### config.mk
export PLATFORM = sky130hd
export DESIGN_NAME = pipe_hazard_sb_flat
export DESIGN_NICKNAME = d
export VERILOG_FILES = /design/src/rtl/pipe_hazard_sb_pkg.sv /design/src/rtl/pipe_hazard_sb_if.sv /design/src/rtl/pipe_mul_occ.sv /design/src/rtl/pipe_hazard_sb.sv /design/src/flat_wrapper.sv
export SDC_FILE = /design/constraint.sdc
export NUM_CORES = 1
export LEC_CHECK = 0
export BUFFER_PORTS_ARGS = -buffer_cell sky130_fd_sc_hd__buf_4
export CORE_ASPECT_RATIO = 1.75
export CORE_MARGIN = 2
export CORE_UTILIZATION = 39
export DETAILED_ROUTE_END_ITERATION = 10
export SETUP_SLACK_MARGIN = 0.05
export SLEW_MARGIN = 20
export SYNTH_ARGS = -nofsm -noshare
export SYNTH_HDL_FRONTEND = slang
export SYNTH_SLANG_ARGS = --single-unit
export TNS_END_PERCENT = 10
### constraint.sdc
create_clock -name clk -period 2.6 [get_ports clk]
set_clock_uncertainty 0.2 [all_clocks]
set_input_delay 0.26 -clock clk [delete_from_list [all_inputs] [get_ports clk]]
set_output_delay 0.26 -clock clk [all_outputs]
set_load 0.01 [all_outputs]
### src/rtl/pipe_hazard_sb_pkg.sv
// Shared types and latency derivation for the scoreboard hazard controller.
// Honours PIPE_FWD_EN: when undefined, writer latencies grow by two cycles.
package pipe_pkg;

  typedef enum logic [1:0] {
    REG = 2'b00,
    EXE = 2'b01,
    MEM = 2'b10,
    WB  = 2'b11
  } fwd_sel_t;

  typedef enum logic {
    MUL_IDLE,
    MUL_BUSY
  } mul_state_t;

  localparam int unsigned RW_MAX = 8;

  typedef struct packed {
    logic              valid;
    logic [RW_MAX-1:0] wn;
  } stage_tag_t;

`ifdef PIPE_FWD_EN
  localparam int unsigned NOFWD_EXTRA = 0;
`else
  // Without bypass paths a reader must wait until after the WB write.
  localparam int unsigned NOFWD_EXTRA = 2;
`endif

  // Counter preset for a writer whose forwarded latency is d_fwd.
  function automatic int unsigned set_count(input int unsigned d_fwd);
    return d_fwd + NOFWD_EXTRA - 1;
  endfunction

endpackage

### src/rtl/pipe_hazard_sb_if.sv
// ID-stage handshake between the decoder (master) and the hazard controller (slave).
interface pipe_hazard_sb_if import pipe_pkg::*; #(
  parameter int unsigned RW = 5
) ();
  logic          id_valid;
  logic [RW-1:0] id_rs;
  logic [RW-1:0] id_rt;
  logic          id_rs_used;
  logic          id_rt_used;
  logic          id_wreg;
  logic [RW-1:0] id_wn;
  logic          id_is_load;
  logic          id_is_mul;
  logic          btaken;
  logic          stall;
  logic          id_issue;
  logic          id_kill;
  fwd_sel_t      fwd_a;
  fwd_sel_t      fwd_b;
  logic          mul_busy;

  modport master (
    output id_valid, id_rs, id_rt, id_rs_used, id_rt_used, id_wreg, id_wn,
           id_is_load, id_is_mul, btaken,
    input  stall, id_issue, id_kill, fwd_a, fwd_b, mul_busy
  );

  modport slave (
    input  id_valid, id_rs, id_rt, id_rs_used, id_rt_used, id_wreg, id_wn,
           id_is_load, id_is_mul, btaken,
    output stall, id_issue, id_kill, fwd_a, fwd_b, mul_busy
  );
endinterface

### src/rtl/pipe_mul_occ.sv
// Multiplier occupancy FSM: holds EXE for MUL_LAT-1 cycles after a MUL issues.
module pipe_mul_occ import pipe_pkg::*; #(
  parameter int unsigned MUL_LAT = 3,
  parameter int unsigned CW      = 3
) (
  input  logic clk,
  input  logic clrn,
  input  logic start,
  output logic mul_busy,
  output logic hold
);

  mul_state_t    state;
  logic [CW-1:0] mcnt;

  always_ff @(posedge clk or negedge clrn) begin
    if (!clrn) begin
      state    <= MUL_IDLE;
      mcnt     <= '0;
      mul_busy <= 1'b0;
      hold     <= 1'b0;
    end else begin
      case (state)
        MUL_IDLE: begin
          if (start && MUL_LAT > 1) begin
            state    <= MUL_BUSY;
            mcnt     <= CW'(MUL_LAT - 1);
            mul_busy <= 1'b1;
            hold     <= 1'b1;
          end
        end
        MUL_BUSY: begin
          if (mcnt == CW'(1)) begin
            state    <= MUL_IDLE;
            mcnt     <= '0;
            mul_busy <= 1'b0;
            hold     <= 1'b0;
          end else begin
            mcnt <= mcnt - CW'(1);
          end
        end
        default: state <= MUL_IDLE;
      endcase
    end
  end

endmodule

### src/rtl/pipe_hazard_sb.sv
// Scoreboard hazard controller: per-register pending counters, mul occupancy, forwarding selects.
// Define PIPE_FWD_EN to enable EXE/MEM/WB forwarding; otherwise fwd_a/fwd_b are tied to REG.
module pipe_hazard_sb import pipe_pkg::*; #(
  parameter int unsigned NREG     = 32,
  parameter int unsigned RW       = $clog2(NREG),
  parameter int unsigned LOAD_LAT = 1,
  parameter int unsigned MUL_LAT  = 3,
  parameter int unsigned CW       = 3
) (
  input  logic            clk,
  input  logic            clrn,
  pipe_hazard_sb_if.slave hz
);

  localparam logic [CW-1:0] SET_ALU  = CW'(set_count(1));
  localparam logic [CW-1:0] SET_LOAD = CW'(set_count(1 + LOAD_LAT));
  localparam logic [CW-1:0] SET_MUL  = CW'(set_count(MUL_LAT));

  logic [CW-1:0] cnt [NREG];
  logic          src_hz;
  logic          hold;
  logic          set_en;
  logic          mul_start;
  logic [CW-1:0] set_val;

  always_comb begin
    src_hz = (hz.id_rs_used && hz.id_rs != '0 && cnt[hz.id_rs] != '0) ||
             (hz.id_rt_used && hz.id_rt != '0 && cnt[hz.id_rt] != '0);
    hz.id_kill  = hz.id_valid & hz.btaken;
    hz.stall    = hz.id_valid & ~hz.btaken & (src_hz | hold);
    hz.id_issue = hz.id_valid & ~hz.btaken & ~hz.stall;
    set_en      = hz.id_issue & hz.id_wreg & (hz.id_wn != '0);
    mul_start   = hz.id_issue & hz.id_is_mul;
    set_val     = hz.id_is_mul ? SET_MUL : (hz.id_is_load ? SET_LOAD : SET_ALU);
  end

  // The issue-time preset is the later NBA, so it overrides the decrement.
  always_ff @(posedge clk or negedge clrn) begin
    if (!clrn) begin
      for (int unsigned r = 0; r < NREG; r++) cnt[r] <= '0;
    end else begin
      for (int unsigned r = 1; r < NREG; r++) begin
        if (cnt[r] != '0) cnt[r] <= cnt[r] - CW'(1);
      end
      if (set_en) cnt[hz.id_wn] <= set_val;
    end
  end

  pipe_mul_occ #(
    .MUL_LAT (MUL_LAT),
    .CW      (CW)
  ) u_mul_occ (
    .clk      (clk),
    .clrn     (clrn),
    .start    (mul_start),
    .mul_busy (hz.mul_busy),
    .hold     (hold)
  );

`ifdef PIPE_FWD_EN
  stage_tag_t exe_tag, mem_tag, wb_tag, new_tag;

  always_comb begin
    new_tag.valid = set_en;
    new_tag.wn    = RW_MAX'(hz.id_wn);
  end

  // While the multiplier holds EXE, MEM takes a bubble and WB keeps draining.
  always_ff @(posedge clk or negedge clrn) begin
    if (!clrn) begin
      exe_tag <= '0;
      mem_tag <= '0;
      wb_tag  <= '0;
    end else if (hold) begin
      mem_tag <= '0;
      wb_tag  <= mem_tag;
    end else begin
      exe_tag <= new_tag;
      mem_tag <= exe_tag;
      wb_tag  <= mem_tag;
    end
  end

  function automatic fwd_sel_t pick(input logic [RW-1:0] src, input stage_tag_t e,
                                    input stage_tag_t m, input stage_tag_t w);
    if (src == '0)                              return REG;
    else if (e.valid && e.wn == RW_MAX'(src))   return EXE;
    else if (m.valid && m.wn == RW_MAX'(src))   return MEM;
    else if (w.valid && w.wn == RW_MAX'(src))   return WB;
    else                                        return REG;
  endfunction

  always_comb begin
    hz.fwd_a = pick(hz.id_rs, exe_tag, mem_tag, wb_tag);
    hz.fwd_b = pick(hz.id_rt, exe_tag, mem_tag, wb_tag);
  end
`else
  always_comb begin
    hz.fwd_a = REG;
    hz.fwd_b = REG;
  end
`endif

endmodule

### src/flat_wrapper.sv
// flat-port wrapper written by rule: the top's interface ports become plain ports
module pipe_hazard_sb_flat import pipe_pkg::*;
#(
  parameter int unsigned NREG     = 32,
  parameter int unsigned RW       = $clog2(NREG),
  parameter int unsigned LOAD_LAT = 1,
  parameter int unsigned MUL_LAT  = 3,
  parameter int unsigned CW       = 3
)
  (clk, clrn, hz_id_valid, hz_id_rs, hz_id_rt, hz_id_rs_used, hz_id_rt_used, hz_id_wreg, hz_id_wn, hz_id_is_load, hz_id_is_mul, hz_btaken, hz_stall, hz_id_issue, hz_id_kill, hz_fwd_a, hz_fwd_b, hz_mul_busy);
  pipe_hazard_sb_if #(.RW(RW)) hz_i ();
  input  logic clk;
  input  logic clrn;
  input wire logic [$bits(hz_i.id_valid)-1:0] hz_id_valid;
  input wire logic [$bits(hz_i.id_rs)-1:0] hz_id_rs;
  input wire logic [$bits(hz_i.id_rt)-1:0] hz_id_rt;
  input wire logic [$bits(hz_i.id_rs_used)-1:0] hz_id_rs_used;
  input wire logic [$bits(hz_i.id_rt_used)-1:0] hz_id_rt_used;
  input wire logic [$bits(hz_i.id_wreg)-1:0] hz_id_wreg;
  input wire logic [$bits(hz_i.id_wn)-1:0] hz_id_wn;
  input wire logic [$bits(hz_i.id_is_load)-1:0] hz_id_is_load;
  input wire logic [$bits(hz_i.id_is_mul)-1:0] hz_id_is_mul;
  input wire logic [$bits(hz_i.btaken)-1:0] hz_btaken;
  output wire logic [$bits(hz_i.stall)-1:0] hz_stall;
  output wire logic [$bits(hz_i.id_issue)-1:0] hz_id_issue;
  output wire logic [$bits(hz_i.id_kill)-1:0] hz_id_kill;
  output wire logic [$bits(hz_i.fwd_a)-1:0] hz_fwd_a;
  output wire logic [$bits(hz_i.fwd_b)-1:0] hz_fwd_b;
  output wire logic [$bits(hz_i.mul_busy)-1:0] hz_mul_busy;
  assign hz_i.id_valid = hz_id_valid;
  assign hz_i.id_rs = hz_id_rs;
  assign hz_i.id_rt = hz_id_rt;
  assign hz_i.id_rs_used = hz_id_rs_used;
  assign hz_i.id_rt_used = hz_id_rt_used;
  assign hz_i.id_wreg = hz_id_wreg;
  assign hz_i.id_wn = hz_id_wn;
  assign hz_i.id_is_load = hz_id_is_load;
  assign hz_i.id_is_mul = hz_id_is_mul;
  assign hz_i.btaken = hz_btaken;
  assign hz_stall = hz_i.stall;
  assign hz_id_issue = hz_i.id_issue;
  assign hz_id_kill = hz_i.id_kill;
  assign hz_fwd_a = hz_i.fwd_a;
  assign hz_fwd_b = hz_i.fwd_b;
  assign hz_mul_busy = hz_i.mul_busy;
  pipe_hazard_sb #(.NREG(NREG), .RW(RW), .LOAD_LAT(LOAD_LAT), .MUL_LAT(MUL_LAT), .CW(CW)) u_core (.clk(clk), .clrn(clrn), .hz(hz_i));
endmodule
==> flow_metrics.tcl, run 1 <==
set metrics [dict create \
    status "complete, but fails checks" \
    violations "setup timing" \
    setup.worst_path.start_class "flop" \
    io_buffer_count 27 \
    yosys_warnings 0 \
    wl_met3_um 467 \
    n_antenna_cell 0 \
    swShare 0.384 \
    r2r_start "u_core.cnt[69]" \
    ys_types 59 \
    post-route-period-util 1.10 \
    dieArea_sq_um 20400 \
    critical_path_class "flop to output port" \
    core_area_sq_um 19000 \
    post_dp_cell_area_sq_um 8840 \
    power_frac_seq 0.306 \
    clk_pin_slew_ns 0.07 \
    avgSynthCellArea_sq_um 10.4 \
    power_density_nw_per_um2 900 \
    fin_crit_ns 2.86 \
    cts_tree "built" \
    grt_pass1_wl_um 31700 \
    r2r_cells 10 \
    grt_remaining_overflow 0 \
    synthFlopType "dfrtp_1" \
    synthSimpleGateAreaFrac 0.132 \
    reg2reg_to "u_core.cnt[56]" \
    slew_viol_final 0 \
    die_y_um 188 \
    num_io_pins 32 \
    cellLeakagePower_uw 0.00516 \
    clock_path_buffers 2 \
    start_util 0.395 \
    worst-path-buf-inv 2 \
    dr_wl_met2_um 10900 \
    clkPwrFrac 0.171 \
    rows 67 \
    yosysSeqAreaShare 0.336 \
    clock_latency_ns 0.37 \
    setup_viol 81 \
    layout-drive-gt1-share 0.359 \
    avgRoutedWirePerCell_um 17.5 \
    cts_buffers 9 \
    maxSlewHeadroom 0.458 \
    switching_power_uw 3380 \
    fmax_mhz 349 \
    fp.dieW_um 109 \
    min_path_type "primary input to flop" \
    critPathTopFamily "simple AND/OR/NAND/NOR gates" \
    worst_slew_pin_slew_ns 0.812 \
    dr_total_vias 5851 \
    crit_fanout 4 \
    startpoint "u_core.cnt[69]" \
    synth-compound-area-share 0.0666 \
    via_per_inst 5.21 \
    r2r_setup_slack_ns -0.16 \
    first_global_vias 6207 \
    post-place-ws_ns -0.254 \
    track_usage 0.202 \
    rsz0062_at_grt "yes" \
    netlist_area_sq_um 7510 \
    synthAdderAreaFrac 0.158 \
    synth_top_family_by_area "multiplexers" \
    place.gp.congestion 0.830 \
    cp-end-kind "output port" \
    finalHoldViolations 0 \
    ys_ff_latch 101 \
    p_int_uw 5430 \
    top_layer "met4" \
    cts_root_buf "clkbuf_16" \
    slowest_stage "dfrtp_1" \
    nets 996 \
    wl_um 19600 \
    grt_antenna_before_repair 0 \
    cts.sinks 101 \
    cap_violations 0 \
    cpPeakStageDelay_ns 0.40 \
    hpwl_um 14600 \
    antenna_left 0 \
    cp-endpoint "hz_stall" \
    synthMuxAreaShare 0.175 \
    area_growth_pct 30.3 \
    post-route-drc-count 0 \
    cp.depth 9 \
    htreeDepth 3 \
    setup_ws_ns -0.263 \
    crit_arrival_ns 2.40 \
    netlist_instances 724 \
    p_comb_frac 0.523 \
    m1WireLength_um 7530 \
    required_ns 2.14 \
    stdcell_area_sq_um 9790 \
    ir_drop_mv 0.412 \
    crit_chain "nor4_2, a2111oi_2, nor4_2, a22oi_2, o311ai_4, buf_6, nand3b_4, and2_4, buf_6" \
    synthArstFlopShare 1.00 \
    drt-initial-drc-count 208 \
    grt_max_degree 60 \
    synthXorXnorAreaFrac 0.0373 \
    synth_edf_count 0 \
    firstDrtPassIters 5 \
]
## logic make-up (layout without fill, tap and decap cells)
group | Yosys count | in the layout
adder cells (fa/ha/maj) | 95 | 95
multiplexers | 120 | 120
AO/OA/AOI/OAI | 70 | 70
XOR/XNOR | 32 | 32
buffers and inverters | 167 | 322
AND/OR/NAND/NOR | 138 | 138
flip-flops | 101 | 101
other | 1 | 4
## power by group through the flow
stage	sequential, uW	clock (uW)	combinational, uW
after global routing	2770	1590	5240
after global placement	2670	0	4130
after CTS	2680	1540	4440
final	2700	1510	4600
after floorplan	2580	0	2940
after detailed placement	2680	0	4270
## area by class of cell
type	instances	area, sq um
clock inverters	6	86.3
inverters	131	492
clock buffers	10	239
multi-input cells	459	4620
flip-flops and latches	101	2530
repair buffers	175	1520
well taps	241	302
fillers	1688	9240
## cells in the mapped netlist, types with 4 or more instances
cell / number / share of area
a211oi_1: 7 / 0.0070
a21oi_1: 17 / 0.011
a31oi_1: 4 / 0.0033
a41oi_1: 5 / 0.0058
buf_2: 4 / 0.0027
buf_4: 8 / 0.0080
buf_6: 6 / 0.0090
clkbuf_1: 16 / 0.0080
dfrtp_1: 101 / 0.34
ha_1: 95 / 0.16
inv_1: 128 / 0.064
mux2_1: 8 / 0.012
mux2_2: 43 / 0.064
mux2i_1: 65 / 0.087
mux4_2: 4 / 0.012
nand2_1: 10 / 0.0050
nand2b_1: 5 / 0.0042
nand4_2: 26 / 0.043
nor2_1: 25 / 0.012
nor3_1: 27 / 0.018
nor4_1: 16 / 0.013
nor4b_1: 4 / 0.0047
o21ai_0: 5 / 0.0033
o31ai_1: 4 / 0.0040
xor2_1: 32 / 0.037
## repair_timing
action / 4_1_cts / 5_1_grt
gates cloned: 1 / 1
pin swaps: 13 / 20
hold buffers: 1 / 0
gates resized for setup: 46 / 46
endpoints found under the hold margin: 57 / 0
buffers inserted: 5 / 12
endpoints found under the setup margin: 99 / 99
## layer usage
metal / GRT usage / vias up
met1: 0.220 / 2941
li1: - / 2783
met4: 0.0868 / 0
met5: 0 / -
met2: 0.380 / 92
met3: 0.0250 / 35
## placed cells by master (no fill, tap or decap), types with 17 or more instances in the layout
cell type,instances
a21oi_1,17
buf_4,139
buf_6,28
dfrtp_1,98
ha_1,95
inv_1,126
mux2_2,42
mux2i_1,65
nor2_1,23
nor3_1,20
xor2_1,32
## through the flow
step	utilization	setup TNS, ns	instances	power (uW)	hold WS [ns]
2_1_floorplan	-	0	727	5520	-0.236
3_3_place_gp	0.465	-11.05	1088	6800	0.179
3_5_place_dp	0.465	-12.52	1088	6960	0.173
4_1_cts	0.497	-7.48	1110	8650	0.136
5_1_grt	0.514	-20.05	1123	9590	0.164
6_report	0.514	-6.40	1123	8810	0.136
## worst min path at each step
stage          cells past startpoint  slack [ns]             end           start
2_1_floorplan                      0       -0.24   u_core.cnt[0]            clrn
3_3_place_gp                       0        0.18  u_core.cnt[94]  u_core.cnt[94]
3_5_place_dp                       0        0.17  u_core.cnt[95]  u_core.cnt[95]
4_1_cts                            2        0.14  u_core.cnt[82]    hz_id_is_mul
5_1_grt                            2        0.16  u_core.cnt[82]    hz_id_is_mul
6_report                           2        0.14  u_core.cnt[82]    hz_id_is_mul
## sequential cells by signal, indices dropped and copies added (netlist names)
register and flops:
u_core.u_mul_occ.hold 1, u_core.cnt 96, u_core.u_mul_occ.state 1, u_core.u_mul_occ.mcnt 3
No activity file was read; power rests on OpenSTA's default activity.
==> run 2: changes to the inputs <==
Settings changed: GPL_TIMING_DRIVEN set to 0.
==> run 2 against run 1 <==
The run still ends with setup timing left. Global-route usage is 0.52 points lower. Sequential power hardly changed. Hold slack worse by 0.028 ns. Register-to-register slack worse by 0.17 ns. Cell count is 7.5% lower. Largest cell class unchanged. Final area is 7.2% lower. Wire length is 0.84% lower. Count of clock-buffer cells in the layout is 3 higher. Sequential cell count stayed put. Critical endpoint unchanged. Non-clock buffer count is 84 lower. Fmax is 4.7% lower. Clock power is 4% lower.
==> flow_metrics.tcl, run 2 (synthesized netlist as in run 1, its figures left out) <==
set metrics [dict create \
    status "complete, but fails checks" \
    violations "setup timing" \
    min_path_type "primary input to flop" \
    dr_total_vias 5536 \
    rsz0062_at_grt "yes" \
    area_growth_pct 20.9 \
    required_ns 2.14 \
    firstDrtPassIters 5 \
    ir_drop_mv 0.392 \
    dieArea_sq_um 20400 \
    fp.dieW_um 109 \
    r2r_cells 10 \
    fillers 1772 \
    power_uw 8190 \
    cts_tree "built" \
    slew_viol_final 0 \
    hp-start "hz_btaken" \
    slowest_stage "dfrtp_1" \
    layout-drive-gt1-share 0.247 \
    hpwl_um 14000 \
    core_area_sq_um 19000 \
    cts.sinks 101 \
    r2r_start "u_core.cnt[69]" \
    largest_register_ffs 96 \
    track_usage 0.197 \
    cts_buffers 9 \
    r2r_setup_slack_ns -0.33 \
    clk_pin_slew_ns 0.07 \
    final_cell_mix "128 x inv_1, 101 x dfrtp_1, 95 x ha_1" \
    n_antenna_cell 0 \
    wl_um 19500 \
    start_util 0.395 \
    setup_ws_ns -0.403 \
    cp-end-kind "output port" \
    via_per_inst 5.33 \
    drt-initial-drc-count 246 \
    power_density_nw_per_um2 902 \
    grt_pass1_wl_um 30500 \
    first_global_vias 5610 \
    cts_root_buf "clkbuf_16" \
    maxSlewHeadroom 0.0270 \
    post-route-period-util 1.16 \
    final_common_cell "inv_1" \
    reg_top3 "u_core.cnt (96), u_core.u_mul_occ.mcnt (3)" \
    grt_max_degree 102 \
    finalHoldViolations 0 \
    crit_fanout 6 \
    htreeDepth 3 \
    clock_path_buffers 2 \
    place.gp.congestion 0.861 \
    crit_chain "nor4_2, a2111oi_0, nor4_1, a22oi_1, o311ai_4, buf_6, nand3b_4, and2_4, buf_6" \
    antenna_left 0 \
    nets 912 \
    io_buffer_count 23 \
    reg2reg_to "u_core.cnt[56]" \
    avgRoutedWirePerCell_um 18.7 \
    grt_remaining_overflow 0 \
    grt_antenna_before_repair 0 \
    rows 67 \
    clock_latency_ns 0.36 \
    cellLeakagePower_uw 0.00442 \
    largest-register "u_core.cnt" \
    fin_crit_ns 3.00 \
    crit_arrival_ns 2.54 \
    hold_end "u_core.u_mul_occ.mcnt[0]" \
    hold_path_depth 4 \
    post-route-drc-count 0 \
    crit_top_cell "buf_6" \
    cpPeakStageDelay_ns 0.43 \
    critical_path_class "flop to output port" \
    die_y_um 188 \
    worst_slew_pin_slew_ns 1.45 \
    setup_viol 96 \
    dp_cells 991 \
    num_io_pins 32 \
    cap_violations 0 \
    fmax_mhz 333 \
    setup.worst_path.start_class "flop" \
    post-place-ws_ns -0.815 \
    finalNonFillerCells 1039 \
]
==> run 2: per-layer routing <==
metal / share of wire / wire, um / up-vias / GRT usage
met2: 0.54 / 10600 / 111 / 0.360
met3: 0.028 / 540 / 41 / 0.0216
met1: 0.39 / 7690 / 2762 / 0.232
li1: - / - / 2622 / -
met4: 0.034 / 666 / 0 / 0.0700
met5: 0 / 0 / - / 0
==> run 2: worst max path at each step <==
stage,end,start,slack [ns]
after floorplan,u_core.cnt[50],u_core.cnt[70],0.05
after global placement,hz_stall,hz_id_rt[1],-0.85
after detailed placement,hz_stall,hz_id_rt[1],-0.81
after CTS,hz_stall,u_core.cnt[68],-0.42
after global routing,hz_id_issue,u_core.cnt[73],-0.53
final,hz_stall,u_core.cnt[69],-0.40
==> run 2: critical path, delay by kind of cell (launching register included) <==
kind | cells | cell delay (ns)
compound gates | 3 | 0.65
simple gates | 4 | 0.82
buf+inv | 2 | 0.28
flops | 1 | 0.43
==> run 2: area by class of cell <==
class | instances | area, sq um | share of cell area
plain buffers | 36 | 254 | 0.0280
clock buffers | 13 | 270 | 0.0298
clock inverters | 3 | 42.5 | 0.00469
inverters | 131 | 492 | 0.0542
multi-input cells | 459 | 4680 | 0.516
flip-flops and latches | 101 | 2530 | 0.278
well taps | 241 | 302 | 0.0332
repair buffers | 55 | 510 | 0.0562
==> run 2: stage by stage <==
step / util / cell area (sq um) / hold slack [ns] / setup TNS, ns
2_1_floorplan: - / 7520 / -0.236 / 0
3_3_place_gp: 0.420 / 8000 / 0.241 / -57.20
3_5_place_dp: 0.420 / 8000 / 0.253 / -55.41
4_1_cts: 0.448 / 8520 / 0.0960 / -13.11
5_1_grt: 0.477 / 9080 / 0.118 / -31.08
6_report: 0.477 / 9080 / 0.108 / -17.84
==> run 2: power by group <==
part	total [uW]	switching, uW	internal [uW]
combinational	4050	2060	1980
clock	1450	627	826
sequential	2700	521	2170
total	8190	3210	4980
==> run 2: timing repair <==
item,4_1_cts,5_1_grt
hold buffers,1,0
resized for setup,27,55
setup buffers,7,21
endpoints found under the setup margin,100,100
hold endpoints to repair,101,0
cloned,0,3
pin swaps,10,10
